==> src/rtl/instr_inv_if.sv <==
// Invalidation stream bundle: store-path request side plus the
// icache and branch-predictor delivery/ack channels.
interface instr_inv_if;
  logic        inv_valid;
  logic [29:0] inv_addr;
  logic        inv_ready;
  logic        ic_inv_valid;
  logic [31:0] ic_inv_addr;
  logic        ic_inv_ack;
  logic        bp_inv_valid;
  logic [31:0] bp_inv_addr;
  logic        bp_inv_ack;
  logic        queue_empty;

  modport master (
    output inv_valid, inv_addr, ic_inv_ack, bp_inv_ack,
    input  inv_ready, ic_inv_valid, ic_inv_addr,
    input  bp_inv_valid, bp_inv_addr, queue_empty
  );

  modport slave (
    input  inv_valid, inv_addr, ic_inv_ack, bp_inv_ack,
    output inv_ready, ic_inv_valid, ic_inv_addr,
    output bp_inv_valid, bp_inv_addr, queue_empty
  );
endinterface

==> src/rtl/instr_inv_queue.sv <==
// Line-granular invalidation FIFO feeding icache and branch predictor;
// an entry pops only once both consumers have taken it.
module instr_inv_queue #(
  parameter int DEPTH  = 4,
  parameter int LINE_W = 4
) (
  input  logic       clk,
  input  logic       rst,
  instr_inv_if.slave bus
);

  localparam int PW   = $clog2(DEPTH);
  localparam int OW   = $clog2(LINE_W);
  localparam int LA_W = 30 - OW;
  localparam logic [PW:0] C_FULL = (PW+1)'(DEPTH);

  logic [LA_W-1:0] r_mem [DEPTH];
  logic [PW-1:0]   r_wptr;
  logic [PW-1:0]   r_rptr;
  logic [PW:0]     r_count;
  logic            r_ic_done;
  logic            r_bp_done;

  logic [LA_W-1:0] w_line;
  logic [LA_W-1:0] w_last;
  logic            w_nonempty;
  logic            w_acc;
  logic            w_can_coal;
  logic            w_coal;
  logic            w_push;
  logic            w_ic_ack;
  logic            w_bp_ack;
  logic            w_pop;
  logic            w_unused;

  assign w_line     = bus.inv_addr[29:OW];
  assign w_unused   = &{1'b0, bus.inv_addr[OW-1:0]};
  assign w_last     = r_mem[r_wptr - PW'(1)];
  assign w_nonempty = (r_count != '0);
  assign w_acc      = bus.inv_valid && bus.inv_ready;

  // A half-served single entry must not absorb a newer store.
  assign w_can_coal = (r_count >= (PW+1)'(2)) ||
                      ((r_count == (PW+1)'(1)) &&
                       !r_ic_done && !r_bp_done);
  assign w_coal   = w_acc && w_can_coal && (w_line == w_last);
  assign w_push   = w_acc && !w_coal;
  assign w_ic_ack = bus.ic_inv_ack && bus.ic_inv_valid;
  assign w_bp_ack = bus.bp_inv_ack && bus.bp_inv_valid;
  assign w_pop    = w_nonempty &&
                    (r_ic_done || w_ic_ack) &&
                    (r_bp_done || w_bp_ack);

  always_ff @(posedge clk) begin
    if (w_push)
      r_mem[r_wptr] <= w_line;
  end

  always_ff @(posedge clk) begin
    if (rst) begin
      r_wptr    <= '0;
      r_rptr    <= '0;
      r_count   <= '0;
      r_ic_done <= 1'b0;
      r_bp_done <= 1'b0;
    end else begin
      if (w_push)
        r_wptr <= r_wptr + PW'(1);
      if (w_pop)
        r_rptr <= r_rptr + PW'(1);
      if (w_push && !w_pop)
        r_count <= r_count + (PW+1)'(1);
      else if (w_pop && !w_push)
        r_count <= r_count - (PW+1)'(1);
      if (w_pop) begin
        r_ic_done <= 1'b0;
        r_bp_done <= 1'b0;
      end else begin
        if (w_ic_ack)
          r_ic_done <= 1'b1;
        if (w_bp_ack)
          r_bp_done <= 1'b1;
      end
    end
  end

  assign bus.inv_ready    = (r_count != C_FULL);
  assign bus.ic_inv_valid = w_nonempty && !r_ic_done;
  assign bus.bp_inv_valid = w_nonempty && !r_bp_done;
  assign bus.ic_inv_addr  = {r_mem[r_rptr], (OW+2)'(0)};
  assign bus.bp_inv_addr  = {r_mem[r_rptr], (OW+2)'(0)};
  assign bus.queue_empty  = !w_nonempty;

endmodule

==> src/flat_wrapper.sv <==
// flat-port wrapper written by rule: the top's interface ports become plain ports
module instr_inv_queue_flat 
#(
  parameter int DEPTH  = 4,
  parameter int LINE_W = 4
)
  (clk, rst, bus_inv_valid, bus_inv_addr, bus_ic_inv_ack, bus_bp_inv_ack, bus_inv_ready, bus_ic_inv_valid, bus_ic_inv_addr, bus_bp_inv_valid, bus_bp_inv_addr, bus_queue_empty);
  instr_inv_if bus_i ();
  input  logic clk;
  input  logic rst;
  input wire logic [$bits(bus_i.inv_valid)-1:0] bus_inv_valid;
  input wire logic [$bits(bus_i.inv_addr)-1:0] bus_inv_addr;
  input wire logic [$bits(bus_i.ic_inv_ack)-1:0] bus_ic_inv_ack;
  input wire logic [$bits(bus_i.bp_inv_ack)-1:0] bus_bp_inv_ack;
  output wire logic [$bits(bus_i.inv_ready)-1:0] bus_inv_ready;
  output wire logic [$bits(bus_i.ic_inv_valid)-1:0] bus_ic_inv_valid;
  output wire logic [$bits(bus_i.ic_inv_addr)-1:0] bus_ic_inv_addr;
  output wire logic [$bits(bus_i.bp_inv_valid)-1:0] bus_bp_inv_valid;
  output wire logic [$bits(bus_i.bp_inv_addr)-1:0] bus_bp_inv_addr;
  output wire logic [$bits(bus_i.queue_empty)-1:0] bus_queue_empty;
  assign bus_i.inv_valid = bus_inv_valid;
  assign bus_i.inv_addr = bus_inv_addr;
  assign bus_i.ic_inv_ack = bus_ic_inv_ack;
  assign bus_i.bp_inv_ack = bus_bp_inv_ack;
  assign bus_inv_ready = bus_i.inv_ready;
  assign bus_ic_inv_valid = bus_i.ic_inv_valid;
  assign bus_ic_inv_addr = bus_i.ic_inv_addr;
  assign bus_bp_inv_valid = bus_i.bp_inv_valid;
  assign bus_bp_inv_addr = bus_i.bp_inv_addr;
  assign bus_queue_empty = bus_i.queue_empty;
  instr_inv_queue #(.DEPTH(DEPTH), .LINE_W(LINE_W)) u_core (.clk(clk), .rst(rst), .bus(bus_i));
endmodule
==> config.mk <==
export PLATFORM = sky130hd
export DESIGN_NAME = instr_inv_queue_flat
export DESIGN_NICKNAME = d
export VERILOG_FILES = /design/src/rtl/instr_inv_if.sv /design/src/rtl/instr_inv_queue.sv /design/src/flat_wrapper.sv
export SDC_FILE = /design/constraint.sdc
export NUM_CORES = 1
export LEC_CHECK = 0
export BUFFER_PORTS_ARGS = -buffer_cell sky130_fd_sc_hd__buf_2
export CAP_MARGIN = 20
export CORE_MARGIN = 2
export CORE_UTILIZATION = 57
export CTS_CLUSTER_DIAMETER = 50
export DETAILED_ROUTE_END_ITERATION = 7
export PLACE_DENSITY = 0.81
export SYNTH_ARGS = -nofsm -noshare
export SYNTH_HDL_FRONTEND = slang
export SYNTH_SLANG_ARGS = --single-unit
==> constraint.sdc <==
create_clock -name clk -period 6.45 [get_ports clk]
set_input_delay 1.29 -clock clk [delete_from_list [all_inputs] [get_ports clk]]
set_output_delay 1.29 -clock clk [all_outputs]
set_load 0.1 [all_outputs]
==> flow_metrics.py, run 1 <==
metrics = {
    "global_routing": {
        "grt_pass1_wl_um": 19390,
        "grt_use_total": 0.2309,
        "grt_max_degree": 41,
        "grt_pass1_vias": 3688,
        "antenna_found_initial": 0,
        "grt-ovfl-total": 0,
    },
    "cells_and_area": {
        "drive_above_1_share": 0.3818,
        "final_area_um2": 7226,
        "area_growth_pct": 16.36,
        "final_nets": 492,
    },
    "yosys": {
        "synthesis.area_um2": 6210,
        "synth_top_area_frac": 0.5416,
        "ys_ff_latch": 123,
        "synthFlopType": "edfxtp_1",
        "yosys.area.top_type": "edfxtp_1",
        "synth-edff-count": 112,
        "synth_cells": 372,
        "synth_most_common_cell": "edfxtp_1",
        "ys_seq_area_frac": 0.5771,
        "synthTopCellsByArea": "edfxtp_1, mux4_2, mux4_1, buf_4, mux2i_1",
        "yosysUniqueCellTypes": 52,
        "synth-async-reset-ratio": 0,
        "synthTopCellsByCount": "edfxtp_1, buf_4, mux4_2",
        "syn_avg_cell_area_um2": 16.69,
        "yosysWarnings": 0,
    },
    "cts": {
        "cts_sinks": 123,
        "post_cts_buffers": 0,
        "cts_root_buffer": "clkbuf_8",
        "postCtsResizedCells": 0,
        "h-tree-depth": 4,
        "clk_latency_ns": 0.51,
        "cts_tree": "done",
        "clk_path_buf_depth": 2,
        "ctsHoldBuffers": 0,
        "cts_buffers": 17,
        "clk_pin_slew_ns": 0.06,
    },
    "floorplanning": {
        "die_x_um": 108.4,
        "die_area_um2": 11750,
        "num_rows": 38,
        "die_h_um": 108.4,
        "initial_utilization": 0.5779,
        "io_pins": 103,
        "coreArea_um2": 10750,
    },
    "placed_design": {
        "place_ws_ns": 1.823,
        "dp_hpwl_um": 8103,
        "gp_congestion": 0.8813,
        "dpl_cell_area_um2": 6558,
        "numPortBuffers": 92,
    },
    "worst_setup_path": {
        "crit_fanout": 40,
        "cp_top_family": "simple AND/OR/NAND/NOR gates",
        "endpoint_kind": "flip-flop",
        "cp_cell_sequence": "inv_2 -> ha_2 -> mux2i_1 -> a21oi_1 -> and3_2 -> o22ai_1 -> and4b_1 -> nor3b_2 -> buf_4",
        "cp_slowest_cell": "ha_2",
        "arrival_ns": 4.78,
        "critPathKind": "flip-flop to flip-flop",
        "critPathMaxStageDelay_ns": 1.06,
        "critPathBufInv": 2,
        "required_ns": 6.64,
        "cp-start-kind": "flip-flop",
    },
    "sta": {
        "timing_hold_violations_final": 0,
        "final_max_slew_viol_count": 0,
        "fmax_mhz": 217.6,
        "tightest_slew_ns": 1.084,
        "fin_hold_ws_ns": 0.5406,
        "setup_slack_ns": 1.854,
        "setup_viol_count_final": 0,
        "slew_headroom": 0.2771,
        "clock-skew-final_ns": 0.005582,
        "rsz0062_at_grt": "false",
        "period_minus_slack_ns": 4.596,
        "setup_tns_ns": 0,
        "finalCritPeriodShare": 0.7126,
    },
    "route": {
        "postRouteWirelength_um": 12770,
        "firstDrtPassIters": 4,
        "avgRoutedWirePerCell_um": 21.20,
        "vias": 3601,
        "met1_length_um": 5109,
        "vias_per_cell": 5.982,
        "drcViolationCount": 0,
        "drtAntennaViolNets": 0,
        "wl_met3_um": 838,
        "drtIter0Drc": 269,
        "wl_met2_um": 6654,
        "top_layer_used": "met4",
    },
    "outcome": {
        "outcome": "completed",
    },
    "job": {
        "cap_violations": 0,
    },
    "min_path": {
        "hold_path_class": "flip-flop to flip-flop",
    },
}
==> stage by stage <==
stage,util,cells
global route,0.6722,601
detailed placement,0.6103,567
global placement,0.6103,567
CTS,0.6693,599
floorplan,-,379
finish,0.6725,602
==> registers in the layout, summed over array words and instances (netlist names), named ones only <==
name              cells
u_core.r_wptr         2
u_core.r_mem        112
u_core.r_bp_done      1
u_core.r_count        3
u_core.r_rptr         2
u_core.r_ic_done      1
==> metal layers <==
layer  vias to the layer above  global-route usage
met5                         -                   0
met4                         0             0.08883
met3                        12             0.06209
met2                       134              0.3827
met1                      1847              0.2929
li1                       1608                   -
==> cells in the final DEF (no fill, tap or decap), types with 2 or more instances in the layout <==
cell        synthesis  final
edfxtp_1          112    112
buf_2               1     92
mux4_2             30     30
mux2i_1            23     23
xnor2_1            17     17
clkbuf_16           0     16
mux4_1             15     15
xor2_1             10     10
nor2_1             10     10
dfxtp_1            11     10
nand2_1             9      9
inv_1               8      8
ha_1                9      8
conb_1              1      8
nor3_1              7      7
a21oi_1             6      6
o22ai_1             6      6
buf_4              38      6
nand4_1             5      5
bufinv_16           0      5
nor3b_2             0      4
or2b_2              3      3
clkinv_1            0      3
clkinv_4            0      3
o2bb2ai_1           2      2
a211oi_1            2      2
and2_2              2      2
nor3b_1             6      2
nand2b_1            2      2
or3_1               2      2
a2111oi_0           2      2
nand4b_1            2      2
inv_6               0      2
clkinvlp_4          0      2
==> area by class of cell <==
class | instances | area, um2
clock inverters | 15 | 220.2
inverters | 9 | 33.78
fillers | 763 | 3520
flip-flops and latches | 123 | 3585
well taps | 140 | 175.2
clock buffers | 17 | 414.1
diodes | 1 | 2.502
multi-input cells | 197 | 2258
repair buffers | 100 | 536.8
==> cell families (layout without fill, tap and decap cells) <==
| family | count (synthesis) | count (layout) | synth area share |
|---|---|---|---|
| adder cells (fa/ha/maj) | 9 | 9 | 0.01813 |
| other | 1 | 9 | 0.0006039 |
| XOR/XNOR | 27 | 27 | 0.03808 |
| buffers and inverters | 59 | 141 | 0.06709 |
| AO/OA/AOI/OAI | 31 | 31 | 0.03748 |
| flip-flops | 123 | 123 | 0.5771 |
| multiplexers | 69 | 69 | 0.2112 |
| AND/OR/NAND/NOR | 53 | 53 | 0.05037 |
==> path summary, 6_finish.rpt <==
path,slack (ns),to,startpoint,cells past startpoint
worst max-delay path,1.85,u_core.r_mem[3][4],u_core.r_wptr[0],9
worst min-delay path,0.54,u_core.r_count[2],u_core.r_count[2],2
worst max register to register,1.85,u_core.r_mem[3][4],u_core.r_wptr[0],9
worst min register to register,0.54,u_core.r_count[2],u_core.r_count[2],2
==> worst min-delay path, delay by kind of cell (launching register included) <==
family / cells / cell delay [ns]
flops: 1 / 0.34
compound gates: 2 / 0.15
Power of run 1 is not shown: default switching activity piles up to over one toggle a cycle in this logic, so the estimate is an artifact.
==> run 2, diff against run 1 <==
- CORE_UTILIZATION: 57 -> 51
- PLACE_DENSITY: 0.81 -> 0.76
- clock period: 6.45 -> 4.2 ns (I/O delays scaled with it)
==> run 2 against run 1 <==
Effect of this change: utilization decreased by 6.9 points; critical path depth increased by 1; sequential share of layout area increased by 0.052 points; critical path type unchanged; final cell count increased by 2.2%; register-to-register slack got worse by 1.5 ns.
==> flow_metrics.py, run 2 (synthesized netlist as in run 1, its figures left out) <==
metrics = {
    "outcome": {
        "outcome": "completed",
    },
    "sta": {
        "setup_viol_count_final": 0,
        "finalCritPeriodShare": 0.9059,
        "setup_slack_ns": 0.3953,
        "clock-skew-final_ns": 0.008212,
        "fmax_mhz": 262.8,
        "setup_tns_ns": 0,
        "slew_headroom": 0.6137,
        "timing_hold_violations_final": 0,
        "period_minus_slack_ns": 3.805,
        "final_max_slew_viol_count": 0,
        "rsz0062_at_grt": "false",
        "tightest_slew_ns": 0.5794,
    },
    "floorplanning": {
        "initial_utilization": 0.5191,
        "die_h_um": 114.3,
        "num_rows": 40,
        "die_area_um2": 13070,
        "io_pins": 103,
        "die_x_um": 114.3,
        "coreArea_um2": 11960,
    },
    "cells_and_area": {
        "drive_above_1_share": 0.3868,
        "layout_commonest_cell": "edfxtp_1",
        "diodes": 0,
        "area_growth_pct": 16.24,
        "reg_top3": "u_core.r_mem: 112 flops, u_core.r_count: 3 flops",
        "final_nets": 499,
        "largest_reg_flops": 112,
        "largest-register": "u_core.r_mem",
        "final_area_um2": 7218,
        "final_cell_mix": "edfxtp_1, buf_2, mux4_2",
    },
    "worst_setup_path": {
        "arrival_ns": 4.15,
        "critPathKind": "flip-flop to flip-flop",
        "required_ns": 4.55,
        "crit_fanout": 28,
        "endpoint_kind": "flip-flop",
        "cp-start-kind": "flip-flop",
    },
    "placed_design": {
        "place_ws_ns": 0.3429,
        "dpl_cell_area_um2": 6646,
        "gp_congestion": 0.8468,
        "numPortBuffers": 92,
        "dp_hpwl_um": 8441,
    },
    "min_path": {
        "hold_path_class": "flip-flop to flip-flop",
    },
    "route": {
        "vias": 3627,
        "drtAntennaViolNets": 0,
        "vias_per_cell": 5.898,
        "drtIter0Drc": 194,
        "drcViolationCount": 0,
        "avgRoutedWirePerCell_um": 20.85,
        "firstDrtPassIters": 4,
        "postRouteWirelength_um": 12820,
    },
    "global_routing": {
        "grt_use_total": 0.2103,
        "grt_pass1_wl_um": 20000,
        "grt_pass1_vias": 3686,
        "grt_max_degree": 29,
        "antenna_found_initial": 0,
        "grt-ovfl-total": 0,
    },
    "cts": {
        "ctsHoldBuffers": 0,
        "clk_path_buf_depth": 2,
        "cts_tree": "done",
        "clk_pin_slew_ns": 0.05,
        "cts_root_buffer": "clkbuf_16",
        "clk_latency_ns": 0.42,
        "cts_buffers": 17,
        "h-tree-depth": 4,
        "cts_sinks": 123,
    },
    "job": {
        "cap_violations": 0,
    },
}
## run 2: cell types whose count changed in the layout (fill, tap and decap cells not counted), sizes merged, moves of 2 or more
| cell | previous run | this run |
|---|---|---|
| clkinv | 6 | 4 |
| clkbuf | 17 | 21 |
| clkinvlp | 2 | 4 |
| buf | 100 | 107 |
| bufinv | 5 | 2 |
## run 2: path summary, 6_finish.rpt
check | start | end | slack (ns) | cells after the start
setup / recovery | u_core.r_wptr[0] | u_core.r_count[2] | 0.40 | 10
hold / removal | u_core.r_bp_done | u_core.r_bp_done | 0.55 | 2
setup reg to reg | u_core.r_wptr[0] | u_core.r_count[2] | 0.40 | 10
hold reg to reg | u_core.r_bp_done | u_core.r_bp_done | 0.55 | 2
## run 2: final cells by class
class                   instances  area (um2)
clock inverters                11       121.4
repair buffers                107       585.6
fillers                       861        4743
clock buffers                  21       440.4
flip-flops and latches        123        3585
inverters                       9       33.78
well taps                     147       183.9
multi-input cells             197        2268
## run 2: what timing repair did
item,CTS,global route
gates resized for setup,0,1
setup buffers,0,0
setup endpoints to repair,0,1
## run 2: critical path: stages (launching register included)
cell	delay, ns
dfxtp_1	0.35
buf_4	0.42
mux4_2	0.58
xor2_1	0.18
a311o_1	0.36
nor4_1	0.42
and4b_1	0.43
nor2_1	0.09
ha_1	0.36
or3_1	0.38
a21oi_1	0.15
## run 2: metal layers
metal	part of all wire	up-vias	GRT usage
li1	-	1626	-
met5	0	-	0
met2	0.50	142	0.3385
met3	0.063	20	0.05400
met4	0.013	0	0.08211
met1	0.43	1839	0.2775
## run 2: metrics by stage
step	util	instances	hold WS, ns
after floorplan	-	379	0.4763
after global placement	0.5556	583	0.5121
after detailed placement	0.5556	583	0.5132
after CTS	0.6026	615	0.5460
after global routing	0.6035	615	0.5763
final	0.6035	615	0.5473
Power of run 2 is left out for the same reason.
==> run 3, diff against run 2 <==
- CORE_UTILIZATION: 51 -> 25
- PLACE_DENSITY: 0.76 -> not set
==> run 3 against run 2 <==
Effect of this change: cell area rose by 3.3%; non-clock buffer count is 3 higher; sequential share of layout area fell by 1.6 points; register-to-register slack got worse by 0.11 ns; utilization shrank 30 points; global-route usage down 9.9 points; routed wire length is 12% higher; via count increased by 0.11%; clock skew is 0.00096 ns higher; clock-buffer cell count down 4; maximum frequency down 2.7%; critical endpoint unchanged.
==> flow_metrics.py, run 3 (synthesized netlist as in run 1, its figures left out) <==
metrics = {
    "job": {
        "cap_violations": 0,
    },
    "route": {
        "postRouteWirelength_um": 14360,
        "vias": 3631,
        "vias_per_cell": 4.567,
        "drtIter0Drc": 232,
        "avgRoutedWirePerCell_um": 18.07,
        "firstDrtPassIters": 4,
        "drcViolationCount": 0,
        "drtAntennaViolNets": 0,
    },
    "worst_setup_path": {
        "crit_fanout": 6,
        "critPathKind": "flip-flop to flip-flop",
        "critPathLaunch": "u_core.r_wptr[1]",
        "required_ns": 4.55,
        "cp-start-kind": "flip-flop",
        "critPathMaxStageDelay_ns": 0.46,
        "arrival_ns": 4.26,
        "cp_cell_sequence": "inv_1 -> ha_2 -> buf_4 -> mux4_2 -> xor2_1 -> a311o_1 -> nor4_1 -> and4b_1 -> nor2_1 -> ha_1 -> or3_1 -> a21oi_1",
        "endpoint_kind": "flip-flop",
        "rrSetupSlack_ns": 0.29,
        "reg2reg_to": "u_core.r_count[2]",
        "cp_slowest_cell": "and4b_1",
        "reg2reg_from": "u_core.r_wptr[1]",
        "r2r_cells": 12,
    },
    "cts": {
        "cts_buffers": 17,
        "clk_path_buf_depth": 2,
        "postCtsResizedCells": 0,
        "clk_pin_slew_ns": 0.06,
        "cts_sinks": 123,
        "post_cts_buffers": 0,
        "cts_tree": "done",
        "cts_root_buffer": "clkbuf_16",
        "ctsHoldBuffers": 0,
        "clk_latency_ns": 0.42,
        "h-tree-depth": 4,
    },
    "cells_and_area": {
        "diodes": 0,
        "largest_reg_flops": 112,
        "utilization": 0.3065,
        "reg_top3": "u_core.r_mem: 112 flops, u_core.r_count: 3 flops",
        "drive_above_1_share": 0.4013,
        "final_nets": 502,
        "final_cell_mix": "edfxtp_1, buf_2, mux4_2",
        "area_growth_pct": 20.05,
        "layout_commonest_cell": "edfxtp_1",
        "largest-register": "u_core.r_mem",
    },
    "placed_design": {
        "dp_hpwl_um": 9889,
        "numPortBuffers": 92,
        "gp_congestion": 0.7727,
        "place_ws_ns": 0.2954,
    },
    "floorplanning": {
        "coreArea_um2": 24320,
        "num_rows": 57,
        "io_pins": 103,
        "initial_utilization": 0.2553,
        "die_area_um2": 26120,
        "die_x_um": 161.6,
        "die_h_um": 161.6,
    },
    "sta": {
        "final_max_slew_viol_count": 0,
        "fmax_mhz": 255.7,
        "finalCritPeriodShare": 0.9310,
        "rsz0062_at_grt": "false",
        "timing_hold_violations_final": 0,
        "slew_headroom": 0.6127,
        "clock-skew-final_ns": 0.009174,
        "tightest_slew_ns": 0.5810,
        "setup_viol_count_final": 0,
        "period_minus_slack_ns": 3.910,
        "setup_slack_ns": 0.2898,
    },
    "global_routing": {
        "grt_pass1_vias": 3641,
        "grt_pass1_wl_um": 21520,
        "grt-ovfl-total": 0,
        "antenna_found_initial": 1,
        "grt_max_degree": 29,
        "grt_use_total": 0.1116,
    },
    "min_path": {
        "min_from": "u_core.r_rptr[1]",
        "hold_path_class": "flip-flop to flip-flop",
        "hold_depth": 2,
    },
    "outcome": {
        "outcome": "completed",
    },
}
==> run 3: layer usage <==
metal / GRT usage / vias to the layer above / part of all wire
met1: 0.1355 / 1849 / 0.41
met4: 0.03531 / 0 / 0.014
li1: - / 1642 / -
met3: 0.03801 / 17 / 0.066
met2: 0.1869 / 123 / 0.50
met5: 0 / - / 0
==> run 3: worst max-delay path, delay by kind of cell, from the launching register on <==
kind / cells / cell delay (ns)
AO/OA/AOI/OAI: 2 / 0.50
flip-flops: 1 / 0.39
multiplexers: 1 / 0.32
XOR/XNOR: 1 / 0.17
AND/OR/NAND/NOR: 4 / 1.38
adder cells (fa/ha/maj): 2 / 0.78
buffers and inverters: 2 / 0.29
==> run 3: cell type report <==
type | count | area (um2)
Fill cell | 2405 | 16860
Sequential cell | 123 | 3585
Timing Repair Buffer | 110 | 595.6
Inverter | 9 | 33.78
Clock inverter | 15 | 151.4
Multi-Input combinational cell | 197 | 2258
Clock buffer | 17 | 425.4
Tap cell | 324 | 405.4
==> run 3: how the worst max path moves through the flow <==
stage                              end  slack, ns  depth (start not counted)
floorplan           u_core.r_mem[0][0]      -0.78                         11
global placement     u_core.r_count[2]       0.43                         12
detailed placement   u_core.r_count[2]       0.30                         12
CTS                  u_core.r_count[2]       0.28                         12
global route         u_core.r_count[2]       0.08                         12
finish               u_core.r_count[2]       0.29                         12
==> run 3: per-stage QoR <==
stage / std cells / hold slack [ns] / TNS [ns] / instance area, um2
2_1_floorplan: 379 / 0.4763 / -87.67 / 6236
3_3_place_gp: 763 / 0.5129 / 0 / 6878
3_5_place_dp: 763 / 0.5145 / 0 / 6878
4_1_cts: 795 / 0.5282 / 0 / 7455
5_1_grt: 795 / 0.5710 / 0 / 7455
6_report: 795 / 0.5196 / 0 / 7455
Power of run 3 is left out for the same reason.
